### config.mk
export PLATFORM = sky130hd
export DESIGN_NAME = mac_feeder_flat
export DESIGN_NICKNAME = d
export VERILOG_FILES = /design/src/rtl/mac_pkg.sv /design/src/rtl/mac_feeder_if.sv /design/src/rtl/mac_skew_line.sv /design/src/rtl/mac_feeder.sv /design/src/flat_wrapper.sv
export SDC_FILE = /design/constraint.sdc
export NUM_CORES = 1
export LEC_CHECK = 0
export BUFFER_PORTS_ARGS = -buffer_cell sky130_fd_sc_hd__buf_4
export CAP_MARGIN = 0
export CORE_UTILIZATION = 25
export CTS_CLUSTER_SIZE = 30
export DETAILED_ROUTE_END_ITERATION = 12
export PLACE_DENSITY = 0.45
export SLEW_MARGIN = 20
export SYNTH_ARGS = -nofsm -noshare
export SYNTH_HDL_FRONTEND = slang
export SYNTH_SLANG_ARGS = --single-unit
### constraint.sdc
create_clock -name clk -period 25.2 [get_ports clk]
set_input_delay 3.78 -clock clk [delete_from_list [all_inputs] [get_ports clk]]
set_output_delay 3.78 -clock clk [all_outputs]
set_load 0.03 [all_outputs]
### src/rtl/mac_pkg.sv
// ----------------------------------------------------------------------------
// mac_pkg: shared widths and feeder state encoding for the MAC chain slice.
// Rev 1.0
// ----------------------------------------------------------------------------
`default_nettype none

package mac_pkg;

  localparam int DATA_W = 8;
  localparam int ACC_W  = 24;

  typedef enum logic [1:0] {
    IDLE   = 2'd0,
    CLEAR  = 2'd1,
    STREAM = 2'd2,
    DRAIN  = 2'd3
  } feeder_state_t;

endpackage

`default_nettype wire

### src/rtl/mac_feeder_if.sv
// ----------------------------------------------------------------------------
// mac_feeder_if: operand-source handshake plus the MAC-chain input bundle.
// Rev 1.0
// ----------------------------------------------------------------------------
`default_nettype none

interface mac_feeder_if #(
  parameter int ROWS   = 8,
  parameter int DATA_W = 8
);

  logic                     in_valid;
  logic                     in_ready;
  logic [ROWS*DATA_W-1:0]   in_a;
  logic [DATA_W-1:0]        in_b;
  logic                     clr_out;
  logic                     en_out;
  logic [DATA_W-1:0]        b_out;
  logic [ROWS*DATA_W-1:0]   a_out;

  // master is the feeder; slave is the source/chain side.
  modport master (
    input  in_valid, in_a, in_b,
    output in_ready, clr_out, en_out, b_out, a_out
  );

  modport slave (
    output in_valid, in_a, in_b,
    input  in_ready, clr_out, en_out, b_out, a_out
  );

endinterface

`default_nettype wire

### src/rtl/mac_skew_line.sv
// ----------------------------------------------------------------------------
// mac_skew_line: DEPTH-stage delay line aligning one A row with the chain.
// Rev 1.0
// ----------------------------------------------------------------------------
`default_nettype none

module mac_skew_line
  import mac_pkg::*;
#(
  parameter int DEPTH  = 1,
  parameter int DATA_W = mac_pkg::DATA_W
) (
  input  wire logic              clk,
  input  wire logic              rst,
  input  wire logic [DATA_W-1:0] d,
  output logic      [DATA_W-1:0] q
);

  logic [DATA_W-1:0] r_stage [DEPTH];

  always_ff @(posedge clk or posedge rst) begin
    if (rst) begin
      for (int i = 0; i < DEPTH; i++) begin
        r_stage[i] <= '0;
      end
    end else begin
      r_stage[0] <= d;
      for (int i = 1; i < DEPTH; i++) begin
        r_stage[i] <= r_stage[i-1];
      end
    end
  end

  assign q = r_stage[DEPTH-1];

endmodule

`default_nettype wire

### src/rtl/mac_feeder.sv
// ----------------------------------------------------------------------------
// mac_feeder: clears, streams K skewed beats into a ROWS-long MAC chain,
// drains the chain and pulses done.  Rev 1.0
// ----------------------------------------------------------------------------
`default_nettype none

module mac_feeder
  import mac_pkg::*;
#(
  parameter int ROWS   = 8,
  parameter int K      = 8,
  parameter int DATA_W = mac_pkg::DATA_W
) (
  input  wire logic   clk,
  input  wire logic   rst,
  input  wire logic   start,
  output logic        busy,
  output logic        done,
  mac_feeder_if.master bus
);

  localparam int BEAT_W  = $clog2(K + 1);
  localparam int DRAIN_W = $clog2(ROWS + 1);

  feeder_state_t          r_state;
  logic [BEAT_W-1:0]      r_beat_cnt;
  logic [DRAIN_W-1:0]     r_drain_cnt;
  logic                   r_clr;
  logic                   r_en;
  logic [DATA_W-1:0]      r_b;
  logic                   r_done;
  logic                   w_accept;
  logic [ROWS*DATA_W-1:0] w_a_out;

  assign bus.in_ready = (r_state == STREAM);
  assign w_accept     = (r_state == STREAM) && bus.in_valid;
  assign busy         = (r_state != IDLE);
  assign done         = r_done;
  assign bus.clr_out  = r_clr;
  assign bus.en_out   = r_en;
  assign bus.b_out    = r_b;
  assign bus.a_out    = w_a_out;

  always_ff @(posedge clk or posedge rst) begin
    if (rst) begin
      r_state     <= IDLE;
      r_beat_cnt  <= '0;
      r_drain_cnt <= '0;
      r_clr       <= 1'b0;
      r_en        <= 1'b0;
      r_b         <= '0;
      r_done      <= 1'b0;
    end else begin
      r_clr  <= 1'b0;
      r_en   <= 1'b0;
      r_b    <= '0;
      r_done <= 1'b0;
      case (r_state)
        IDLE: begin
          if (start) begin
            r_state    <= CLEAR;
            r_clr      <= 1'b1;
            r_beat_cnt <= '0;
          end
        end
        CLEAR: begin
          r_state <= STREAM;
        end
        STREAM: begin
          if (w_accept) begin
            r_en <= 1'b1;
            r_b  <= bus.in_b;
            if (r_beat_cnt == BEAT_W'(K - 1)) begin
              r_state     <= DRAIN;
              r_drain_cnt <= '0;
            end else begin
              r_beat_cnt <= r_beat_cnt + 1'b1;
            end
          end
        end
        DRAIN: begin
          // ROWS cycles lets the last beat reach and accumulate in MAC ROWS-1.
          if (r_drain_cnt == DRAIN_W'(ROWS - 1)) begin
            r_done  <= 1'b1;
            r_state <= IDLE;
          end else begin
            r_drain_cnt <= r_drain_cnt + 1'b1;
          end
        end
        default: r_state <= IDLE;
      endcase
    end
  end

  // Row r is delayed r+1 edges so it meets en/b after r chain hops.
  // Bubbles and idle cycles inject zeros so the lines stay aligned with en.
  generate
    for (genvar r = 0; r < ROWS; r++) begin : g_row
      logic [DATA_W-1:0] w_d;
      assign w_d = w_accept ? bus.in_a[r*DATA_W +: DATA_W] : '0;

      mac_skew_line #(
        .DEPTH  (r + 1),
        .DATA_W (DATA_W)
      ) u_skew (
        .clk (clk),
        .rst (rst),
        .d   (w_d),
        .q   (w_a_out[r*DATA_W +: DATA_W])
      );
    end
  endgenerate

endmodule

`default_nettype wire
### src/flat_wrapper.sv
// flat-port wrapper written by rule: the top's interface ports become plain ports
module mac_feeder_flat import mac_pkg::*;
#(
  parameter int ROWS   = 8,
  parameter int K      = 8,
  parameter int DATA_W = mac_pkg::DATA_W
)
  (clk, rst, start, busy, done, bus_in_valid, bus_in_a, bus_in_b, bus_in_ready, bus_clr_out, bus_en_out, bus_b_out, bus_a_out);
  mac_feeder_if #(.ROWS(ROWS), .DATA_W(DATA_W)) bus_i ();
  input  wire logic clk;
  input  wire logic rst;
  input  wire logic start;
  output logic busy;
  output logic done;
  input wire logic [$bits(bus_i.in_valid)-1:0] bus_in_valid;
  input wire logic [$bits(bus_i.in_a)-1:0] bus_in_a;
  input wire logic [$bits(bus_i.in_b)-1:0] bus_in_b;
  output wire logic [$bits(bus_i.in_ready)-1:0] bus_in_ready;
  output wire logic [$bits(bus_i.clr_out)-1:0] bus_clr_out;
  output wire logic [$bits(bus_i.en_out)-1:0] bus_en_out;
  output wire logic [$bits(bus_i.b_out)-1:0] bus_b_out;
  output wire logic [$bits(bus_i.a_out)-1:0] bus_a_out;
  assign bus_i.in_valid = bus_in_valid;
  assign bus_i.in_a = bus_in_a;
  assign bus_i.in_b = bus_in_b;
  assign bus_in_ready = bus_i.in_ready;
  assign bus_clr_out = bus_i.clr_out;
  assign bus_en_out = bus_i.en_out;
  assign bus_b_out = bus_i.b_out;
  assign bus_a_out = bus_i.a_out;
  mac_feeder #(.ROWS(ROWS), .K(K), .DATA_W(DATA_W)) u_core (.clk(clk), .rst(rst), .start(start), .busy(busy), .done(done), .bus(bus_i));
endmodule
---- Word level (Yosys, flattened, before mapping) ----
Index checks and enable logic that the tools add are counted.
cells by class
  add/sub/neg operators ................... 2
  reductions and logical operators ........ 8
  equal/unequal tests ..................... 11
  muxes and demuxes ....................... 29
operators with widths
  operator                                             number
  two-way mux 8 bit                                    10
  two-way mux 4 bit                                    6
  one-hot mux 4 bit (2 select lines)                   2
  AND reduction 4 bit                                  3
  adder 4 x 1 -> 4 bit, second input constant          2
  equality test 4 x 3 -> 1 bit, second input constant  2
  two-way mux 2 bit                                    4
  one-hot mux 2 bit (4 select lines)                   1
  two-way mux 1 bit                                    6
  != test 2 x 1 -> 1 bit, second input constant        3
  != test 2 bit, second input constant                 3
  nonzero test 2 bit                                   3
  equality test 2 bit, second input constant           2
  equality test 2 x 1 -> 1 bit, second input constant  1
  logical NOT 2 bit                                    1
  logical AND 1 bit                                    1
word-level totals
  word-level logic and storage cells ...... 93
  register bits after elaboration ......... 309
  output and inout bits ................... 77
  bits of input ports ..................... 76

---- Depth between registers and ports, before layout ----
  depth after elaboration ................. 4
  gate-level depth with buffers ........... 7

---- By module ----
From an unflattened synthesis, not the netlist that was laid out.
second synthesis, totals
  cell total of the unflattened synthesis .. 529
  area total of the unflattened synthesis .. 9156.3 um^2
by module, submodules not included
  module                                   seq. area each (um^2)  area an instance (um^2)  cells each  times used
  mac_skew_line at u_core.g_row[7].u_skew  1601.5                 1665.3                   73          1
  mac_feeder                               525.5                  1498.9                   177         1
  mac_skew_line at u_core.g_row[6].u_skew  1401.3                 1465.2                   65          1
  mac_skew_line at u_core.g_row[5].u_skew  1201.2                 1265.0                   57          1
  mac_skew_line at u_core.g_row[4].u_skew  1001.0                 1064.8                   49          1
  mac_skew_line at u_core.g_row[3].u_skew  800.8                  864.6                    41          1
  mac_skew_line at u_core.g_row[2].u_skew  600.6                  664.4                    33          1
  mac_skew_line at u_core.g_row[1].u_skew  400.4                  464.2                    25          1
  mac_skew_line at u_core.g_row[0].u_skew  200.2                  203.9                    9           1

---- Worst setup path before layout ----
OpenSTA, ideal clock, no wires.
  path type ............................... input to register
  from .................................... in bus_in_valid
  to ...................................... reg u_core.r_state[1]
  path slack .............................. 20.492 ns
  cell stages on the path ................. 4
  data arrival time ....................... 4.584 ns
  cells stage by stage .................... nor2b_1 > nor2_1 > nand3_1 > mux2_2
between the ends
  longest elaborated chain between the ends .. 3
RTL lines
  item                                     RTL line            source
  start, declared                          flat_wrapper.sv:15  input wire logic [$bits(bus_i.in_valid)-1:0] bus_in_valid;
  logical AND 1 bit                        mac_feeder.sv:36    assign w_accept = (r_state == STREAM) && bus.in_valid;
  != test 2 x 1 -> 1 bit (no source line)  --
  AND reduction 4 bit (no source line)     --
  end signal, assigned                     mac_feeder.sv:46    r_state <= IDLE;
  end signal, assigned                     mac_feeder.sv:61    r_state <= CLEAR;
  end signal, assigned                     mac_feeder.sv:67    r_state <= STREAM;
  end, declared                            mac_feeder.sv:25    feeder_state_t r_state;
No other way between the ends.
A chain may end at the register's enable or synchronous reset.

---- Worst setup path after layout ----
  from .................................... reg u_core.r_state[0]
  to ...................................... out bus_in_ready
between the ends
  longest elaborated chain between the ends .. 1
RTL lines
  item                 RTL line            source
  equality test 2 bit  mac_feeder.sv:35    assign bus.in_ready = (r_state == STREAM);
  end, declared        flat_wrapper.sv:18  output wire logic [$bits(bus_i.in_ready)-1:0] bus_in_ready;
No other way between the ends.

==> results.md <==
* Max-slew headroom at 48.1%
* Post-synth EDFFs at 0
* Failing checks: DRC
* Hold Slack at approximately 0.32 ns
* Synth top area share at 84.3%
* Multi-input gate area at 938 µm²
* Mean routed wirelength per cell at between 10 and 15 µm
* Antenna violations before repair at 0
* Post-route cell area at 11600 µm²
* P_leak at between 6 and 7 nW
* Sink Count at 309
* Post-DP Area at 10500 µm²
* Final setup violation count at 0
* DRC Markers at 9
* Crit start category: flip-flop
* Worst-Skew Late Latency at 0.51 ns
* CP required at 21.42 ns
* Layout area overhead at 26.3%
* DR vias/cell at ~3.6
* Synthesized instance count at 525
* Synthesis-stage register bit count at 309
* VDD IR max at between 0.05 and 0.06 mV
* Clock-pin slew on the worst setup and hold paths at around 0.060 ns
* Register area share after synthesis at 84.3%
* Unrepaired setup endpoints after global routing: no
* Max_cap viols at 0
* Period minus WS final at 5.58 ns
* Initial drt markers at 228
* Clk buf depth at 3
* Commonest non-fill, non-tap cell in the layout: dfrtp_1
* Initial DRT Pass Iterations at 8
* Kind of critical path: reg2out
* Synth Warn # at 0
* Status: complete, but fails checks
* Post-detail-place hpwl at 8530 µm
* Post-synth ARST share at 100%
* FF+latch area at 7730 µm²
* Most frequent cells in the layout: 309 x dfrtp_1, 153 x buf_4, 66 x and3_1
* Final net count at 729
* WP data arrival at 1.80 ns
* Clock root cell: clkbuf_16
* Fillers at 3466
* Yosys cell types at 35
* Post_cts resized at 0
* CTS tree: built
* Input/output buffers at 152
* Top post-synthesis cells by area: dfrtp_1 84%, buf_4 4.6%, and3_1 4.5%
* Post-synth top area cell: dfrtp_1
* Crit. End Element: output port
* Total gr overflow at 0
* Slew @ Worst Pin at about 0.78 ns
* Tot GR Track Use at under 10%
* Share of layout cells above drive strength 1 at 32.4%
* First-pass GRT wire length at 24500 µm
* Post-Route WL at around 15000 µm
* H-tree depth at 2
* Setup tns final at 0 ns
* DIE AREA at ~37000 µm²
* CTS Buf Count at 35
* Post-route clock period utilization at 22.2%
* Design Power at 1.24 mW
* Die width at 194 µm
* Ys flop type: dfrtp_1
* R2r setup slk at 23.19 ns
* GP Congestion at between 0.6 and 0.7
* Cell Pwr Density at 107 nW/µm²
* Row cnt at 69
* Synth Net Count at 608
* HP Class: reg2reg
* Ant. Diodes at 0
* Die height at 194 µm
* Avg Inst Size Synth at 17.5 µm²
* Fin. Hold Viols at 0
* Routed Antenna Nets at 0
* Core area at 35800 µm²
* Post-route clock skew at between 0.02 and 0.03 ns
* Worst-path fanout max at 13
* Largest net degree at the start of global routing at ~190
* Max Fclk at ~180 MHz
* Max Slew Vio Count at 0
* Initial Util at 25.6%
* Mapped Area at 9170 µm²
* Total number of vias at 4114
* Setup repair bufs after CTS at 0
* Number of global-route vias before repair at 4436
* Cts hold-fix bufs at 0
* # IOs at 153
-- flip-flops by register name, indices dropped and copies added, names as in the netlist --
signal and flops:
u_core.r_state 2, u_core.r_beat_cnt 4, u_core.r_drain_cnt 4, u_core.g_row.u_skew.r_stage 224, u_core.bus.clr_out 1, u_core.bus.en_out 1
u_core.g_row.u_skew.q 64, u_core.bus.b_out 8, u_core.done 1
-- critical path, stage by stage, from the launching register on --
cell and delay, ns:
dfrtp_1 0.38, inv_1 0.15, ha_1 0.53, buf_4 0.26
-- cell families (layout without fill, tap and decap cells) --
family | count (synthesis) | count (layout) | synth area share (%)
simple gates | 105 | 105 | 7.00
buf+inv | 78 | 223 | 5.48
flops | 309 | 309 | 84.3
compound gates | 24 | 24 | 2.02
mux | 2 | 2 | 0.232
fa+ha+maj | 7 | 7 | 0.955
-- per-stage QoR --
stage               worst slack (ns)  util [%]  cells
global route                   19.49      32.3   1131
finish                         19.62      32.3   1131
global placement               19.66      29.2   1069
CTS                            19.60      32.2   1130
floorplan                      12.88         -    525
detailed placement             19.64      29.2   1069
-- cells in the mapped netlist (3+ instances only) --
cell type	n
o21ai_0	5
nand2_1	5
and2_1	11
dfrtp_1	309
ha_1	7
and3_1	66
nand3_1	4
nor2b_1	4
nor2_1	7
buf_4	56
inv_1	7
clkbuf_1	15
a21o_1	3
-- path summary, 6_finish.rpt --
| check | startpoint | end | depth (start not counted) |
|---|---|---|---|
| worst max-delay path | u_core.r_state[0] | bus_in_ready | 3 |
| worst min-delay path | u_core.g_row[5].u_skew.r_stage[31] | u_core.g_row[5].u_skew.r_stage[23] | 0 |
| worst max register to register | u_core.r_state[0] | u_core.r_state[1] | 6 |
| worst min register to register | u_core.g_row[5].u_skew.r_stage[31] | u_core.g_row[5].u_skew.r_stage[23] | 0 |
| max in group asynchronous | rst | u_core.bus.clr_out | 4 |
| min in group asynchronous | rst | u_core.g_row[7].u_skew.q[5] | 2 |
-- report_power, final --
| part | internal [mW] | switching, mW | leakage, nW | total, mW |
|---|---|---|---|---|
| Combinational | 0.0634 | 0.107 | 1.46 | 0.171 |
| Clock | 0.283 | 0.190 | 0.539 | 0.473 |
| Sequential | 0.571 | 0.0229 | 4.23 | 0.593 |
| Total | 0.917 | 0.320 | 6.23 | 1.24 |
-- cell type report --
cell class,count,area share [%]
flip-flops and latches,309,66.8
repair buffers,155,10.3
clock buffers,52,8.89
multi-input cells,138,8.10
well taps,461,4.98
clock inverters,9,0.627
inverters,7,0.292
-- layer usage --
layer / up-vias / global-route usage (%) / routed length [µm]
met2: 135 / 11.9 / 6630
met4: 0 / 3.44 / 407
met5: - / 0 / 0
met3: 32 / 3.57 / 1290
met1: 2046 / 10.9 / 6650
li1: 1901 / - / -
No activity file was read; power rests on OpenSTA's default activity.
